**src/rtl/alu_arbiter.sv**
```systemverilog
// alu_arbiter: shares one combinational 32-bit ALU between two requesters.
//
// Requesters are served round-robin through valid/ready handshakes. Each port has a one-entry
// registered response buffer and a saturating grant counter.
//
// Ports:
//   clk, reset                      clock, asynchronous active-high reset
//   reqN_valid/ready/a/b/ctrl       request channel of port N (N = 0, 1)
//   rspN_valid/ready/result/zero    response channel of port N
//   gnt0_cnt, gnt1_cnt              saturating grant counters
module alu_arbiter #(
  parameter int unsigned WIDTH = 32,
  parameter int unsigned CNT_W = 16
) (
  input  logic             clk,
  input  logic             reset,
  input  logic             req0_valid,
  output logic             req0_ready,
  input  logic [WIDTH-1:0] req0_a,
  input  logic [WIDTH-1:0] req0_b,
  input  logic [2:0]       req0_ctrl,
  output logic             rsp0_valid,
  input  logic             rsp0_ready,
  output logic [WIDTH-1:0] rsp0_result,
  output logic             rsp0_zero,
  input  logic             req1_valid,
  output logic             req1_ready,
  input  logic [WIDTH-1:0] req1_a,
  input  logic [WIDTH-1:0] req1_b,
  input  logic [2:0]       req1_ctrl,
  output logic             rsp1_valid,
  input  logic             rsp1_ready,
  output logic [WIDTH-1:0] rsp1_result,
  output logic             rsp1_zero,
  output logic [CNT_W-1:0] gnt0_cnt,
  output logic [CNT_W-1:0] gnt1_cnt
);

  logic             rsp0_valid_q, rsp1_valid_q;
  logic [WIDTH-1:0] rsp0_result_q, rsp1_result_q;
  logic             rsp0_zero_q, rsp1_zero_q;
  logic [CNT_W-1:0] gnt0_cnt_q, gnt1_cnt_q;
  logic             ptr_q;

  logic             elig0, elig1, gnt0, gnt1;
  logic [WIDTH-1:0] alu_a, alu_b, alu_y;
  logic [2:0]       alu_ctrl;
  logic             alu_zero;

  // A full slot that is being drained this cycle can be refilled in the same cycle.
  // Eligibility is masked during reset so no request is accepted while it is asserted.
  always_comb begin
    elig0 = !reset && req0_valid && (!rsp0_valid_q || rsp0_ready);
    elig1 = !reset && req1_valid && (!rsp1_valid_q || rsp1_ready);
    gnt0  = elig0 && (!elig1 || !ptr_q);
    gnt1  = elig1 && (!elig0 ||  ptr_q);
  end

  assign req0_ready = gnt0;
  assign req1_ready = gnt1;

  // Single shared ALU; operands come from whichever port holds the grant.
  always_comb begin
    alu_a    = gnt1 ? req1_a    : req0_a;
    alu_b    = gnt1 ? req1_b    : req0_b;
    alu_ctrl = gnt1 ? req1_ctrl : req0_ctrl;
    alu_y    = '0;
    unique case (alu_ctrl)
      3'b010:  alu_y = alu_a + alu_b;
      3'b110:  alu_y = alu_a - alu_b;
      3'b000:  alu_y = alu_a & alu_b;
      3'b001:  alu_y = alu_a | alu_b;
      3'b111:  alu_y = {{(WIDTH-1){1'b0}}, (alu_a < alu_b)};
      default: alu_y = '0;
    endcase
    alu_zero = (alu_y == '0);
  end

  always_ff @(posedge clk or posedge reset) begin
    if (reset) begin
      rsp0_valid_q  <= 1'b0;
      rsp1_valid_q  <= 1'b0;
      rsp0_result_q <= '0;
      rsp1_result_q <= '0;
      rsp0_zero_q   <= 1'b0;
      rsp1_zero_q   <= 1'b0;
      gnt0_cnt_q    <= '0;
      gnt1_cnt_q    <= '0;
      ptr_q         <= 1'b0;
    end else begin
      if (gnt0) begin
        rsp0_valid_q  <= 1'b1;
        rsp0_result_q <= alu_y;
        rsp0_zero_q   <= alu_zero;
        ptr_q         <= 1'b1;
        if (gnt0_cnt_q != '1) gnt0_cnt_q <= gnt0_cnt_q + 1'b1;
      end else if (rsp0_ready) begin
        rsp0_valid_q <= 1'b0;
      end

      if (gnt1) begin
        rsp1_valid_q  <= 1'b1;
        rsp1_result_q <= alu_y;
        rsp1_zero_q   <= alu_zero;
        ptr_q         <= 1'b0;
        if (gnt1_cnt_q != '1) gnt1_cnt_q <= gnt1_cnt_q + 1'b1;
      end else if (rsp1_ready) begin
        rsp1_valid_q <= 1'b0;
      end
    end
  end

  assign rsp0_valid  = rsp0_valid_q;
  assign rsp1_valid  = rsp1_valid_q;
  assign rsp0_result = rsp0_result_q;
  assign rsp1_result = rsp1_result_q;
  assign rsp0_zero   = rsp0_zero_q;
  assign rsp1_zero   = rsp1_zero_q;
  assign gnt0_cnt    = gnt0_cnt_q;
  assign gnt1_cnt    = gnt1_cnt_q;

endmodule

```
**config.mk**
```make
export PLATFORM = sky130hd
export DESIGN_NAME = alu_arbiter
export DESIGN_NICKNAME = d
export VERILOG_FILES = /design/src/rtl/alu_arbiter.sv
export SDC_FILE = /design/constraint.sdc
export NUM_CORES = 1
export LEC_CHECK = 0
export ABC_AREA = 1
export BUFFER_PORTS_ARGS = -buffer_cell sky130_fd_sc_hd__clkbuf_2
export CAP_MARGIN = 20
export CORE_ASPECT_RATIO = 1.25
export CORE_MARGIN = 1
export CORE_UTILIZATION = 25
export DETAILED_ROUTE_END_ITERATION = 8
export GPL_ROUTABILITY_DRIVEN = 1
export SYNTH_ARGS = -nofsm -noshare
export SYNTH_HDL_FRONTEND = slang
export SYNTH_SLANG_ARGS = --single-unit
```
**constraint.sdc**
```tcl
create_clock -name clk -period 8.5 [get_ports clk]
set_clock_uncertainty 0.05 [all_clocks]
set_input_delay 1.7 -clock clk [delete_from_list [all_inputs] [get_ports clk]]
set_output_delay 1.7 -clock clk [all_outputs]
set_load 0.02 [all_outputs]
```
==> impl_results.md <==
- Status: complete, no violations
- ANT cells: 0
- Syn nets: 2251
- Crit Path Max Fanout: 120
- Max VDD drop: 0.09132 mV
- Overall routing resource usage: 18.37%
- Synth top cells by count: 709 x nand2_1, 405 x inv_1, 191 x nor2_1
- Post-cts resize count: 0
- # port buffers: 241
- CTS Sinks: 101
- Worst Hold Launch: rsp0_result[17]$_DFFE_PP0P_
- Destination of the critical timing path: rsp0_zero$_DFFE_PP0P_
- RD Place Congestion: 1.030
- Tot Pwr: 2.320 mW
- CTS tree: built
- EDFF count, synth: 0
- Worst Setup SP: reset
- DR pass1 iterations: 5
- Starting Density: 25.48%
- Synth area leader: nand2_1
- Nets: 2448
- PD cells: 171.6 mW/mm^2
- Filler cell count: 5251
- Synth Warn #: 0
- TritonCTS buffer count: 9
- Worst EP required: 8.74 ns
- DRC violations left: 0
- R2R depth: 27
- P&R area growth vs syn: 17.18%
- Vias/cell: 4.527
- Synth Area per Inst: 5.757 sq um
- Yosys cell types: 35
- Largest net degree at the start of global routing: 121
- CTS root buf: clkbuf_16
- Clock latency on the worst-skew pair: 0.35 ns
- Seq/Total Area, Yosys: 21.91%
- Routed WL: 43430 um
- Detailed placement HPWL: 36590 um
- Reg2reg end: rsp0_zero$_DFFE_PP0P_
- Maximum level of the CTS H-tree: 3
- Async S/R FF share, synth: 100.0%
- Layout cell share with drive strength beyond 1: 13.10%
- Most frequent cell after synthesis: nand2_1
- Vias post-DR: 12600
- Post-DRT Antenna Nets: 0
- Final Hold Vio Count: 0
- Final TNS setup: 0 ns
- CTS Hold Bufs: 0
- Global-route wire length before repair: 66870 um
- Pleak: 8.341 nW
- Row Count: 87
- Hold Crit Class: flip-flop to flip-flop
- MaxCap Viol Count: 0
- Setup bufs post-CTS: 0
- DR iter-0 viols: 778
- Core Region: 0.04528 sq mm
- Post-synth top area share: 23.07%
- Rel. slew slack: 38.98%
- CP Capture Type: flip-flop
- Synth Cell Area: 0.01154 sq mm
- Top FF cell, synth: dfrtp_1
- Startpoint Class: input port
- Die area: 0.04701 sq mm
- Reg-to-reg startpoint: rsp1_valid$_DFFE_PP0P_
- Antenna violations before repair: 0
- Vias in the first global route: 12050
- Synth top area cells: nand2_1 23%, dfrtp_1 22%, inv_1 13%, ha_1 11%, nor2_1 6.2%
- WS Path Type: input port to flip-flop
- Slew at the pin closest to its max-slew limit: 0.9132 ns
- Unrepaired setup endpoints after global routing: false
- WP data arrival: 6.62 ns
- Final setup violation count: 0
- Clk slew on worst S/H paths: 0.08 ns
- Final slew viol count: 0
- Fmax: 0.1567 GHz
- Synth Instances: 2004
- Tmin final: 6.382 ns
- R2r setup slk: 3.44 ns
- Synth Register Bits: 101
- Gr ovfl total: 0
- Die Wd: 194.1 um
- Die height: 242.2 um
- Clock Path Buffers: 2
- Ports: 242
- Post-route clock period utilization: 75.09%
- Post-DR wirelength/cell: 15.60 um
[final cells by class]
cell class	count	area (sq um)	area share, %
Multi-Input combinational cell	1431	7182	53.13
Sequential cell	101	2527	18.70
Inverter	409	1538	11.38
Timing Repair Buffer	249	1266	9.367
Tap cell	578	723.2	5.350
Clock buffer	9	225.2	1.666
Clock inverter	7	56.30	0.4165
[worst min-delay path by stage]
stage / end / slack (ns) / depth (start not counted)
floorplan: ptr_q$_DFFE_PP0P_ / 0.49 / 2
global placement: rsp0_result[31]$_DFFE_PP0P_ / 0.41 / 2
detailed placement: rsp0_result[17]$_DFFE_PP0P_ / 0.42 / 2
CTS: rsp0_result[17]$_DFFE_PP0P_ / 0.44 / 2
global route: rsp1_result[22]$_DFFE_PP0N_ / 0.46 / 2
finish: rsp0_result[17]$_DFFE_PP0P_ / 0.43 / 2
[routing by layer]
metal | GRT usage (%) | share of wire [%] | vias up
met5 | 0 | 0 | -
met4 | 10.81 | 5.7 | 0
met3 | 2.130 | 5.1 | 114
met2 | 33.05 | 49 | 430
met1 | 20.78 | 40 | 5645
li1 | - | - | 6415
[logic make-up after synthesis]
| family | Yosys count | share of synthesized area [%] |
|---|---|---|
| buffers and inverters | 472 | 15.94 |
| AND/OR/NAND/NOR | 1098 | 38.90 |
| adder cells (fa/ha/maj) | 107 | 11.74 |
| flip-flops | 101 | 21.91 |
| XOR/XNOR | 45 | 3.417 |
| AO/OA/AOI/OAI | 181 | 8.091 |
[state kept, by name, indices dropped and copies added, names as in the netlist]
register,count
rsp0_valid,1
gnt0_cnt,16
rsp0_zero,1
rsp0_result,32
rsp1_zero,1
rsp1_result,32
gnt1_cnt,16
rsp1_valid,1
ptr_q,1
[critical path, cell delays in order]
cell and delay (ns):
clkbuf_2 0.11, inv_4 0.33, nand2_2 0.11, nor2_4 0.24, nand2_8 0.40, o21ai_0 0.72, ha_1 0.38, inv_1 0.09
fa_1 0.47, inv_1 0.13, nand3_1 0.08, nand2_1 0.18, nand2_1 0.07, nand2_1 0.13, nand2_1 0.11, nand2_1 0.13
nand2_1 0.07, nand3_1 0.08, nand3_1 0.09, nor2_1 0.30, nand2_1 0.09, nor2_1 0.09, nand2_1 0.05, nor2_1 0.19
nand4_1 0.12, nand2_1 0.07
[where the power goes]
group / internal [mW] / total (mW) / leakage (nW) / switching [mW]
clock: 0.202 / 0.396 / 0.137 / 0.193
combinational: 0.376 / 1.26 / 6.90 / 0.885
sequential: 0.582 / 0.662 / 1.31 / 0.0806
[through the flow]
step                setup slack (ns)  area (sq um)  hold slack, ns  util [%]  cells
finish                         2.118         13520          0.4326     29.85   2784
global route                   1.630         13520          0.4592     29.85   2784
CTS                            2.052         13520          0.4366     29.85   2784
detailed placement             1.690         13240          0.4161     29.23   2768
global placement               1.707         13240          0.4142     29.23   2768
floorplan                      2.391         11540          0.4921         -   2004
[cells in the final DEF (no fill, tap or decap), drive strengths merged]
cell type  instances
a21oi             46
a31oi              3
and2               1
and3               3
buf                8
clkbuf           250
clkinv             3
clkinvlp           1
dfrtp            101
fa                 2
ha               105
inv              412
nand2            716
nand3            137
nand3b             3
nand4             21
nor2             194
nor3              16
nor3b              1
nor4               2
o21ai            127
o21bai             5
or2                4
xnor2             11
xor2              34
Power figures use the tool's default switching activity.
